`src/rtl/bcd_display_controller.sv`:
```
// bcd_display_controller: serial double-dabble binary-to-BCD converter feeding a multiplexed 7-seg scanner
// Ports: clk, rst (sync, active-high); value/load start a conversion; busy, done (1-cycle pulse) and
//        bcd_out report the committed result; seg {g..a} and dig_en (bit 0 = ones) are active-low.
// Define BCD_BLANK_LEADING_EN to blank leading zero digits (digit 0 is always shown).
module bcd_display_controller #(
    parameter int W        = 16,
    parameter int DIGITS   = 5,
    parameter int SCAN_DIV = 50000
) (
    input  logic                  clk,
    input  logic                  rst,
    input  logic [W-1:0]          value,
    input  logic                  load,
    output logic                  busy,
    output logic                  done,
    output logic [4*DIGITS-1:0]   bcd_out,
    output logic [6:0]            seg,
    output logic [DIGITS-1:0]     dig_en
);
    localparam int SW = 4*DIGITS + W;
    localparam int CW = $clog2(W + 1);
    localparam int IW = DIGITS > 1 ? $clog2(DIGITS) : 1;
    localparam int PW = SCAN_DIV > 1 ? $clog2(SCAN_DIV) : 1;
    localparam logic [6:0] GLYPH [16] = '{7'h40, 7'h79, 7'h24, 7'h30, 7'h19, 7'h12, 7'h02, 7'h78,
                                          7'h00, 7'h10, 7'h7F, 7'h7F, 7'h7F, 7'h7F, 7'h7F, 7'h7F};
    typedef enum logic [1:0] {IDLE, CONVERT, COMMIT} state_t;
    state_t              state_q, state_d;
    logic [SW-1:0]       sr_q, sr_d, sr_t;
    logic [CW-1:0]       cnt_q, cnt_d;
    logic                busy_q, busy_d, done_q, done_d;
    logic [4*DIGITS-1:0] bcd_q, bcd_d;
    logic [PW-1:0]       pre_q, pre_d;
    logic [IW-1:0]       idx_q, idx_d, idx_n;
    logic [3:0]          nib_q, nib_d, raw;
    logic [6:0]          seg_q, seg_d;
    logic [DIGITS-1:0]   dig_q, dig_d;
    logic                tick;
    always_comb begin
        state_d = state_q;
        sr_d    = sr_q;
        cnt_d   = cnt_q;
        busy_d  = busy_q;
        done_d  = 1'b0;
        bcd_d   = bcd_q;
        sr_t    = sr_q;
        for (int i = 0; i < DIGITS; i++)
            if (sr_t[W+4*i +: 4] > 4'd4) sr_t[W+4*i +: 4] = sr_t[W+4*i +: 4] + 4'd3;
        case (state_q)
            IDLE: if (load) begin
                sr_d    = {{4*DIGITS{1'b0}}, value};
                cnt_d   = CW'(W);
                busy_d  = 1'b1;
                state_d = CONVERT;
            end
            CONVERT: begin
                sr_d    = sr_t << 1;
                cnt_d   = cnt_q - 1'b1;
                state_d = cnt_q == CW'(1) ? COMMIT : CONVERT;
            end
            COMMIT: begin
                bcd_d   = sr_q[SW-1 -: 4*DIGITS];
                done_d  = 1'b1;
                busy_d  = 1'b0;
                state_d = IDLE;
            end
            default: state_d = IDLE;
        endcase
    end
    // The digit nibble is captured at the index advance, so a result committed on the
    // same edge is only picked up at the following advance.
    always_comb begin
        tick  = pre_q == PW'(SCAN_DIV - 1);
        pre_d = tick ? '0 : pre_q + 1'b1;
        idx_n = idx_q == IW'(DIGITS - 1) ? '0 : idx_q + 1'b1;
        idx_d = tick ? idx_n : idx_q;
        raw   = 4'(bcd_q >> (4*idx_n));
`ifdef BCD_BLANK_LEADING_EN
        nib_d = tick ? ((idx_n != '0 && (bcd_q >> (4*idx_n)) == '0) ? 4'hF : raw) : nib_q;
`else
        nib_d = tick ? raw : nib_q;
`endif
        seg_d = GLYPH[nib_q];
        dig_d = ~(DIGITS'(1) << idx_q);
    end
    always_ff @(posedge clk) begin
        if (rst) begin
            state_q <= IDLE;
            sr_q    <= '0;
            cnt_q   <= '0;
            busy_q  <= 1'b0;
            done_q  <= 1'b0;
            bcd_q   <= '0;
            pre_q   <= '0;
            idx_q   <= '0;
            nib_q   <= '0;
            seg_q   <= 7'h40;
            dig_q   <= ~DIGITS'(1);
        end else begin
            state_q <= state_d;
            sr_q    <= sr_d;
            cnt_q   <= cnt_d;
            busy_q  <= busy_d;
            done_q  <= done_d;
            bcd_q   <= bcd_d;
            pre_q   <= pre_d;
            idx_q   <= idx_d;
            nib_q   <= nib_d;
            seg_q   <= seg_d;
            dig_q   <= dig_d;
        end
    end
    assign busy    = busy_q;
    assign done    = done_q;
    assign bcd_out = bcd_q;
    assign seg     = seg_q;
    assign dig_en  = dig_q;
endmodule
```
`config.mk`:
```
export PLATFORM = sky130hd
export DESIGN_NAME = bcd_display_controller
export DESIGN_NICKNAME = d
export VERILOG_FILES = /design/src/rtl/bcd_display_controller.sv
export SDC_FILE = /design/constraint.sdc
export NUM_CORES = 1
export LEC_CHECK = 0
export CORE_ASPECT_RATIO = 1.25
export CORE_UTILIZATION = 58
export CTS_BUF_LIST = sky130_fd_sc_hd__clkbuf_8
export CTS_CLUSTER_SIZE = 16
export DETAILED_ROUTE_END_ITERATION = 10
export HOLD_SLACK_MARGIN = 0.08
export PLACE_DENSITY_LB_ADDON = 0.2
export SYNTH_ARGS = -nofsm -noshare
export SYNTH_HDL_FRONTEND = slang
export SYNTH_SLANG_ARGS = --single-unit
```
`constraint.sdc`:
```
create_clock -name clk -period 2.2 [get_ports clk]
set_input_delay 0.22 -clock clk [delete_from_list [all_inputs] [get_ports clk]]
set_output_delay 0.22 -clock clk [all_outputs]
set_load 0.005 [all_outputs]
```
After elaboration in Yosys (flattened, before gate mapping)
Memory sizes are Yosys's and may differ from the RTL's. A register that Yosys moved wholly into a read port is not among the register bits.
Index checks and enable logic that the tools add are counted.

operators by class
  $add $sub $neg = 8
  multiply operators = 0
  div/mod/pow operators = 0
  magnitude comparators = 5
  equal/unequal tests = 6
  shift-type cells = 2
  muxes and demuxes = 16
  bitwise logic cells = 2
  reductions and logical operators = 6

operator list
  cell                   count
  $pmux 36 s2            1
  $mux 36                1
  $gt 4x3->1 const B     5
  $shr 20x5->4           1
  $add 16x1->16 const B  1
  $add 4x2->4 const B    4
  $eq 16x16->1 const B   1
  $mux 4                 4
  $pmux 5 s2             1
  $mux 3                 2
  $eq 5x1->1 const B     1
  $mux 5                 1
  $not 4->5              1
  $not 5->5              1
  $shl 1x3->5 const A    1
  $sub 5x1->5 const B    1
  $mux 2                 2
  $pmux 2 s2             1
  $reduce_and 2->1       2
  $reduce_bool 2->1      2
  $add 3x1->3 const B    1
  $add 3x2->3 const B    1
  $eq 3x3->1 const B     1
  $eq 2x1->1 const B     1
  other kinds (6)        7

word-level totals
  bits in registers = 93
  bits in latches = 0
  RAM bits = 0
  bits in read-only memories = 112
  bits of input ports = 19
  output and inout port bits = 34
  word-level logic and storage cells = 56
  memories kept = 1

memories
  name             words  width  read ports  clocked after memory_dff  wr ports  line  source
  (no name shown)  16     7      1           1                         0         82    seg_d = GLYPH[nib_q];

Logic depth before layout (Yosys ltp)
Gate-level depths: netlist of the first run.

  depth in word-level cells = 3
  depth in mapped cells = 8
  gate-level depth less buffers = 6

Worst setup path after synthesis of the first run
No wires, ideal clock.

  path type = register to register
  start point = register idx_q[0]
  end point = register nib_q[0]
  library setup time = 126 ps
  data arrival time = 1789 ps
  required time = 2074 ps
  slack = 285 ps
  cell stages (with the launch flop) = 8
  buffers on the path = 2
  clock period less this slack = 1915 ps
  cell sequence = dfxtp_1 buf_2 inv_1 ha_1 clkbuf_1 or4_1 o2111ai_1 a31oi_1

on the way
  word-level cells in the longest chain between the ends = 3
  elaborated cells between the ends (all ways) = 4
  classes of those cells = 1 x add/sub; 1 x eq/ne; 1 x shift; 1 x mux

RTL lines
  what                                       line  source
  start, declared                            33    logic [IW-1:0] idx_q, idx_d, idx_n;
  start signal, assigned                     106   idx_q <= idx_d;
  $add 3x1->3 or $eq 3x3->1 (tied branches)  74    idx_n = idx_q == IW'(DIGITS - 1) ? '0 : idx_q + 1'b1;
  $mux 3 *                                   74
  $shr 20x5->4 *                             76    raw = 4'(bcd_q >> (4*idx_n));
  end signal, assigned                       107   nib_q <= nib_d;
  end, declared                              34    logic [3:0] nib_q, nib_d, raw;

Mark *: on every way between the ends. The rest lies on a longest branch, timed or not.
A chain may end at the register's enable or synchronous reset.

Final worst setup path of the first run
  start point = register pre_q[7]
  end point = register idx_q[1]

on the way
  word-level cells in the longest chain between the ends = 1

RTL lines
  what                    line  source
  start, declared         32    logic [PW-1:0] pre_q, pre_d;
  start signal, assigned  105   pre_q <= pre_d;
  $eq 16x16->1            72    tick = pre_q == PW'(SCAN_DIV - 1);

No other way between the ends.

==> results_dict.tcl, run 1 <==
set metrics [dict create \
    grt_pass1_wl_um 15300 \
    viasPerCell 5.72 \
    fin_crit_sh_pct 87.1 \
    cp.required_ns 2.49 \
    synth_top_area_share_pct 45.1 \
    post-dp-hpwl_um 6550 \
    synth_warnings 0 \
    synth_nets 541 \
    run_status "finished clean" \
    vias 3734 \
    cts_setup_buffers 0 \
    synth_simple_gate_area_share_pct 21.0 \
    synthTopCellsByArea "dfxtp_1, nor2_1, ha_1" \
    cts_resized 0 \
    fin_ws_ns 0.284 \
    grt_max_degree 25 \
    areaGrowthSynthToFinish_pct 18.2 \
    grt-ovfl-total 0 \
    dieWidth_um 80.3 \
    synth_top_family_by_area "simple AND/OR/NAND/NOR gates" \
    synth.area.mux_share_pct 3.13 \
    synthesis.area_mm2 0.00444 \
    post-place-cells 637 \
    max_freq_ghz 0.522 \
    postCtsHoldBufs 0 \
    max-slew-margin-rel_pct 60.8 \
    nNetsFinal 593 \
    core-area_mm2 0.00740 \
    fin_cells 653 \
    setup_viol 0 \
    antenna_found_initial 0 \
    pre_cts_ws_ns 0.303 \
    drv_slew 0 \
    wl_um 9290 \
    io_buffers 52 \
    cts_buffers 9 \
    cts_tree "built" \
    hp-class "input pin to flop" \
    drive_gt1_share_pct 8.38 \
    synth-seq-area-share_pct 45.1 \
    vdd_drop_max_mv 0.400 \
    ios 53 \
    cap_violations 0 \
    synth_fa_ha_area_share_pct 5.07 \
    diodes 0 \
    rows 35 \
    root_buffer "clkbuf_8" \
    ys.flop_type "dfxtp_1" \
    synth_edf_count 0 \
    grt_pass1_vias 3371 \
    htreeDepth 3 \
    synth-xor-area-share_pct 2.76 \
    ys_ff_latch 100 \
    drc 0 \
    yosysTopAreaCell "dfxtp_1" \
    die_h_um 99.9 \
    synth-compound-area-share_pct 18.1 \
    async_flop_share_pct 0 \
    hold_viol 0 \
    final_util_pct 71.0 \
    clock_skew_ns 0.0113 \
    cts_num_sinks 100 \
    synthCells 504 \
    clkTransAtPathRegs_ns 0.09 \
    period_minus_slack_ns 1.92 \
    dieArea_mm2 0.00802 \
    setup_tns_ns 0 \
    dr.pass1.iters 4 \
    yosysUniqueCellTypes 50 \
    syn_avg_cell_area_um2 8.82 \
    finalPower_uw 3350 \
    worstMarginPinSlew_ns 0.586 \
    place_congestion 0.846 \
    worst_ep_arrival_time_ns 2.21 \
    routedWlPerCell_um 14.2 \
    endpoint_kind "flop" \
    start_kind "flop" \
    critPathMaxFanout 11 \
    first_iter_violations 138 \
    powerDensity_mw_per_mm2 638 \
    rsz0062_at_grt "no" \
    grt_use_total_pct 24.3 \
    cts.path.max_buffers 2 \
    worst-setup-path-type "flop to flop" \
    ant_nets 0 \
    clk_latency_ns 0.36 \
    start_util_pct 60.0 \
    leakage_uw 0.00197 \
]
[routing by layer]
| layer | GRT usage [%] | wire (um) |
|---|---|---|
| met1 | 30.6 | 4220 |
| met2 | 41.2 | 4630 |
| met4 | 10.6 | 99 |
| met3 | 3.64 | 337 |
| met5 | 0 | 0 |
[cell usage in the layout, fill, tap and decap left out, types with 11 or more instances in the layout]
cell type        count
nor3_1              18
o21ai_0             21
buf_4               17
nand3_1             24
a21oi_1             27
clkdlybuf4s50_1     51
inv_1               25
ha_1                18
a22o_1              22
nor2_1              68
dfxtp_1            100
nand2_1             35
clkbuf_8            11
[synth_stat cells, drive strengths merged, types with 7 or more instances]
cell,n
o21ai,21
clkbuf,22
a22oi,10
inv,23
dfxtp,100
a22o,22
a2bb2oi,9
nor3,18
ha,18
nor2,68
nand2,35
mux2,7
nor2b,9
a21oi,27
xnor2,10
nand3,24
[worst max-delay path, cell delays in order (launching register included)]
cell and delay (ns):
dfxtp_1 0.36, or4b_4 0.56, nor4_4 0.28, buf_4 0.22, mux2_2 0.34, nor2_1 0.08
[layout make-up]
cell class / instances / area [um2]
Timing Repair Buffer: 69 / 643
Clock buffer: 11 / 151
Clock inverter: 5 / 28.8
Fill cell: 585 / 2150
Multi-Input combinational cell: 353 / 2230
Tap cell: 92 / 115
Sequential cell: 100 / 2000
Inverter: 23 / 86.3
[worst paths after layout]
path | startpoint | to | slack [ns] | cells after the start
worst max-delay path | pre_q[7]$_SDFF_PP0_ | idx_q[1]$_SDFFE_PP0N_ | 0.28 | 5
worst max register to register | pre_q[7]$_SDFF_PP0_ | idx_q[1]$_SDFFE_PP0N_ | 0.28 | 5
worst min register to register | sr_q[11]$_SDFFE_PP0P_ | sr_q[12]$_SDFFE_PP0P_ | 0.45 | 2
worst min-delay path | rst | idx_q[0]$_SDFFE_PP0N_ | 0.30 | 2
[cell families after synthesis]
family | Yosys count
AOI/OAI and AO/OA | 117
xor gates and xnor gates | 14
adders and majority gates | 18
buffers and inverters | 51
DFF | 100
muxes | 13
and+or+nand+nor | 191
[per-stage QoR]
step           instance area, um2  hold WS [ns]
2_1_floorplan                4440         0.353
3_3_place_gp                 5070         0.426
3_5_place_dp                 5070         0.429
6_report                     5250         0.299
5_1_grt                      5250         0.310
4_1_cts                      5250         0.281
[state kept, by name, summed over array words and instances (netlist names)]
register	flops
dig_en	5
nib_q	4
pre_q	16
idx_q	3
seg	7
cnt_q	5
state_q	2
done	1
sr_q	36
busy	1
bcd_out	20
[power by group]
| group | total, uW | internal [uW] | switching, uW |
|---|---|---|---|
| clock network | 1070 | 466 | 600 |
| registers | 1920 | 1870 | 45.0 |
| logic | 366 | 163 | 203 |
| total | 3350 | 2500 | 848 |
No activity file was read; power rests on OpenSTA's default activity.
==> run 2, diff against run 1 <==
Settings changed: CAP_MARGIN from default to 20, CORE_MARGIN from default to 2.
==> run 2 against run 1 <==
Net effect: global-route usage up 0.18 points; sequential power about the same; register-to-register slack about the same; via count down 0.32%; critical path type unchanged; die area up 4.5%; clock skew about the same; worst setup slack worse by 0.0028 ns.
==> results_dict.tcl, run 2 (synthesized netlist as in run 1, its figures left out) <==
set metrics [dict create \
    postCtsHoldBufs 0 \
    nNetsFinal 590 \
    endpoint "idx_q[1]$_SDFFE_PP0N_" \
    worst-setup-path-type "flop to flop" \
    fin_crit_sh_pct 87.2 \
    multi_input_area_mm2 0.00223 \
    timing.rr.start "pre_q[5]$_SDFF_PP0_" \
    num-fill-cells 580 \
    dr.pass1.iters 4 \
    endpoint_kind "flop" \
    start_kind "flop" \
    grt-ovfl-total 0 \
    startpoint "pre_q[5]$_SDFF_PP0_" \
    worstMarginPinSlew_ns 0.672 \
    start_util_pct 60.0 \
    grt_max_degree 39 \
    cp_slowest_cell "or4b_4" \
    critPathTopFamily "simple AND/OR/NAND/NOR gates" \
    post-dp-hpwl_um 6660 \
    htreeDepth 3 \
    viasPerCell 5.73 \
    rows 35 \
    clock_skew_ns 0.0114 \
    die_h_um 102 \
    largest_register "sr_q" \
    setup_viol 0 \
    cpPeakStageDelay_ns 0.54 \
    grt_pass1_vias 3405 \
    critPathMaxFanout 11 \
    min-delay-start "rst" \
    vias 3722 \
    diodes 0 \
    period_minus_slack_ns 1.92 \
    holdWs_ns 0.362 \
    wl_um 9540 \
    finalPower_uw 3610 \
    cp.required_ns 2.51 \
    hp-class "input pin to flop" \
    run_status "finished clean" \
    dieWidth_um 82.3 \
    crit_buf_inv 1 \
    root_buffer "clkbuf_8" \
    rsz0062_at_grt "no" \
    r2r_end "idx_q[1]$_SDFFE_PP0N_" \
    place_congestion 0.850 \
    cts.path.max_buffers 2 \
    clkTransAtPathRegs_ns 0.10 \
    cts_resized 0 \
    path_cells "or4b_4 > nor4_4 > buf_4 > mux2_2 > nor2_1" \
    reg2reg_depth 5 \
    io_buffers 52 \
    drc 0 \
    final_common_cell "dfxtp_1" \
    powerDensity_mw_per_mm2 684 \
    seq_area_mm2 0.00200 \
    routedWlPerCell_um 14.7 \
    antenna_found_initial 0 \
    cts_setup_buffers 0 \
    drive_gt1_share_pct 8.24 \
    reg2reg_setup_slack_ns 0.28 \
    cts_num_sinks 100 \
    max-slew-margin-rel_pct 55.2 \
    ant_nets 0 \
    areaGrowthSynthToFinish_pct 18.9 \
    first_iter_violations 132 \
    setup_tns_ns 0 \
    clk_latency_ns 0.38 \
    final_cell_mix "dfxtp_1, nor2_1, clkdlybuf4s50_1" \
    drv_slew 0 \
    cap_violations 0 \
    grt_use_total_pct 24.5 \
    cts_buffers 9 \
    grt_pass1_wl_um 15800 \
    dieArea_mm2 0.00838 \
    path_depth 5 \
    worst_ep_arrival_time_ns 2.23 \
    ios 53 \
    vdd_drop_max_mv 0.404 \
    leakage_uw 0.00197 \
    core-area_mm2 0.00740 \
    max_freq_ghz 0.521 \
    cts_tree "built" \
    largest_register_ff_count 36 \
    hold_viol 0 \
]
run 2: cell types whose count changed in the layout (fill, tap and decap cells not counted):
cell / before / now
buf_4: 17 / 14
bufinv_16: 0 / 2
clkbuf_8: 11 / 9
inv_1: 25 / 23
inv_8: 0 / 2
clkinv_2: 1 / 0
inv_6: 0 / 1
run 2: how the worst min path moves through the flow:
stage,endpoint,depth (start not counted)
3_5_place_dp,sr_q[10]$_SDFFE_PP0P_,2
3_3_place_gp,sr_q[10]$_SDFFE_PP0P_,2
5_1_grt,seg[4]$_SDFF_PP0_,2
6_report,pre_q[2]$_SDFF_PP0_,2
2_1_floorplan,sr_q[0]$_SDFFE_PP0P_,1
4_1_cts,pre_q[2]$_SDFF_PP0_,2
run 2: power breakdown:
group | total, uW | leakage, uW | internal, uW | switching, uW
registers | 1930 | 0.000811 | 1870 | 53.4
logic | 351 | 0.00105 | 159 | 192
clock network | 1330 | 0.000114 | 662 | 673
run 2: worst reg2reg max path: stages, from the launching register on:
cell	delay, ns
dfxtp_1	0.38
or4b_4	0.54
nor4_4	0.28
buf_4	0.23
mux2_2	0.34
nor2_1	0.08
run 2: metrics by stage:
step           area [um2]  instances  utilization, %  setup WS [ns]
2_1_floorplan        4440        504               -          0.285
3_3_place_gp         5050        634            68.3          0.333
3_5_place_dp         5050        634            68.3          0.307
4_1_cts              5280        650            71.4          0.281
5_1_grt              5280        650            71.4          0.154
6_report             5280        650            71.4          0.281
run 2: area by class of cell:
class	count	share of cell area, %
repair buffers	66	11.7
multi-input cells	353	42.2
flip-flops and latches	100	37.9
clock buffers	9	2.34
clock inverters	7	2.04
inverters	23	1.63
well taps	92	2.18
run 2: per-layer routing:
layer / share of wire (%) / wire, um / up-vias / GRT usage, %
met2: 52 / 4940 / 63 / 41.7
met4: 1.8 / 168 / 0 / 10.3
met5: 0 / 0 / - / 0
li1: - / - / 1873 / -
met3: 3.7 / 351 / 13 / 4.95
met1: 43 / 4080 / 1773 / 29.8
==> run 3, diff against run 2 <==
--- a/config.mk
+++ b/config.mk
@@ -9,4 +9,4 @@
 export CORE_ASPECT_RATIO = 1.25
-export CORE_MARGIN = 2
-export CORE_UTILIZATION = 58
+export CORE_MARGIN = 5
+export CORE_UTILIZATION = 50
 export CTS_BUF_LIST = sky130_fd_sc_hd__clkbuf_8
==> constraint.sdc (replaced) <==
create_clock -name clk -period 2.2 [get_ports clk]
set_input_delay 0.33 -clock clk [delete_from_list [all_inputs] [get_ports clk]]
set_output_delay 0.33 -clock clk [all_outputs]
set_load 0.005 [all_outputs]
==> run 3 against run 2 <==
Net effect: via count is 0.16% higher; sequential power hardly changed; clock skew is 0.0034 ns lower; global-route usage is 5.8 points lower; sequential share of layout area is 0.29 points lower; utilization is 10 points lower; cell count is 4.8% higher; register-to-register slack better by 0.05 ns; clock power is 5% lower; first-iteration DRC count is 22% higher.
==> results_dict.tcl, run 3 (synthesized netlist as in run 1, its figures left out) <==
set metrics [dict create \
    power.share.clock_pct 35.6 \
    cp.required_ns 2.51 \
    fin_ws_ns 0.333 \
    m1WireLength_um 4430 \
    areaGrowthSynthToFinish_pct 19.8 \
    first_iter_violations 161 \
    period_minus_slack_ns 1.87 \
    post-dp-hpwl_um 7010 \
    min-delay-start "rst" \
    clkTransAtPathRegs_ns 0.09 \
    reg2reg_setup_slack_ns 0.33 \
    r2r_end "idx_q[2]$_SDFFE_PP0N_" \
    grt-ovfl-total 0 \
    routedWlPerCell_um 14.3 \
    max-slew-margin-rel_pct 65.7 \
    rsz0062_at_grt "no" \
    final_cell_mix "dfxtp_1, nor2_1, clkdlybuf4s50_1" \
    nNetsFinal 593 \
    worstMarginPinSlew_ns 0.512 \
    powerDensity_mw_per_mm2 666 \
    dr.pass1.iters 4 \
    core-area_mm2 0.00870 \
    setup_viol 0 \
    combPwrFrac_pct 10.3 \
    max_freq_ghz 0.536 \
    start_util_pct 51.1 \
    largest_register "sr_q" \
    dieArea_mm2 0.0109 \
    cts_num_sinks 100 \
    top_layer "met4" \
    dieWidth_um 94.3 \
    grt_pass1_wl_um 16500 \
    diodes 0 \
    p_int_uw 2670 \
    drc 0 \
    holdPathEnd "sr_q[24]$_SDFFE_PP0P_" \
    clk_latency_ns 0.37 \
    reg2reg_depth 5 \
    antenna_found_initial 0 \
    cts_setup_buffers 0 \
    final_area_mm2 0.00532 \
    holdWs_ns 0.390 \
    grt_pass1_vias 3526 \
    io_buffers 52 \
    cts_buffers 9 \
    ant_nets 0 \
    swShare_pct 24.7 \
    grt_max_degree 22 \
    cts_resized 0 \
    pre_cts_ws_ns 0.312 \
    vias 3728 \
    fin_cells 681 \
    num-fill-cells 755 \
    clock_skew_ns 0.00798 \
    leakage_uw 0.00198 \
    p_seq_share_pct 54.1 \
    ios 53 \
    post-place-cells 665 \
    cap_violations 0 \
    vdd_drop_max_mv 0.384 \
    worst-setup-path-type "flop to flop" \
    postCtsHoldBufs 0 \
    die_h_um 115 \
    hp-class "input pin to flop" \
    timing.rr.start "pre_q[5]$_SDFF_PP0_" \
    viasPerCell 5.47 \
    cts_tree "built" \
    drv_slew 0 \
    largest_register_ff_count 36 \
    final_common_cell "dfxtp_1" \
    cts.path.max_buffers 2 \
    placed_area_mm2 0.00511 \
    root_buffer "clkbuf_8" \
    grt_use_total_pct 18.8 \
    whs_path_depth 2 \
    wl_um 9760 \
    endpoint_kind "flop" \
    hold_viol 0 \
    multi_input_area_mm2 0.00223 \
    wl_met2_um 4820 \
    drive_gt1_share_pct 8.73 \
    seq_area_mm2 0.00200 \
    power.switching_uw 875 \
    worst_ep_arrival_time_ns 2.17 \
    critPathMaxFanout 10 \
    fin_crit_sh_pct 84.9 \
    setup_tns_ns 0 \
    place_congestion 0.838 \
    rows 38 \
    met3_length_um 378 \
    run_status "finished clean" \
    start_kind "flop" \
    htreeDepth 3 \
]
run 3: changes by cell type in the layout (fill, tap and decap cells not counted):
cell,previous run,this run
buf_4,14,17
clkinv_2,0,3
inv_8,2,0
inv_6,1,0
run 3: metrics by stage:
stage | util, % | power [uW]
after floorplan | - | 2200
after global placement | 58.7 | 2320
after detailed placement | 58.7 | 2320
after CTS | 61.2 | 3570
after global routing | 61.2 | 3710
final | 61.2 | 3550
run 3: worst max-delay path by stage:
stage | start | end | slack, ns
after floorplan | idx_q[0]$_SDFFE_PP0N_ | nib_q[0]$_SDFFE_PP0N_ | 0.28
after global placement | load | sr_q[12]$_SDFFE_PP0P_ | 0.35
after detailed placement | load | sr_q[6]$_SDFFE_PP0P_ | 0.31
after CTS | pre_q[6]$_SDFF_PP0_ | idx_q[2]$_SDFFE_PP0N_ | 0.32
after global routing | pre_q[5]$_SDFF_PP0_ | idx_q[2]$_SDFFE_PP0N_ | 0.24
final | pre_q[5]$_SDFF_PP0_ | idx_q[2]$_SDFFE_PP0N_ | 0.33
run 3: power groups by stage:
stage / Combinational (uW) / Clock [uW] / Sequential [uW]
after floorplan: 253 / 0 / 1950
after global placement: 358 / 0 / 1960
after detailed placement: 366 / 0 / 1960
after CTS: 367 / 1290 / 1920
after global routing: 406 / 1370 / 1930
final: 365 / 1260 / 1920
run 3: final cells by class:
cell class	instances	share of cell area (%)
multi-input combinational	353	41.8
clock inverter	7	1.72
tap	120	2.82
timing repair buffer	69	12.1
sequential	100	37.6
clock buffer	9	2.33
inverter	23	1.62
run 3: worst max-delay path: stages, from the launching register on:
cell	delay, ns
dfxtp_1	0.37
or4b_4	0.54
nor4_4	0.34
buf_4	0.24
mux2i_1	0.19
nor2b_1	0.14
run 3: per-layer routing:
layer	vias to the layer above	track usage, %
met2	61	32.5
met4	0	6.94
met5	-	0
met1	1773	23.1
met3	11	3.53
li1	1883	-
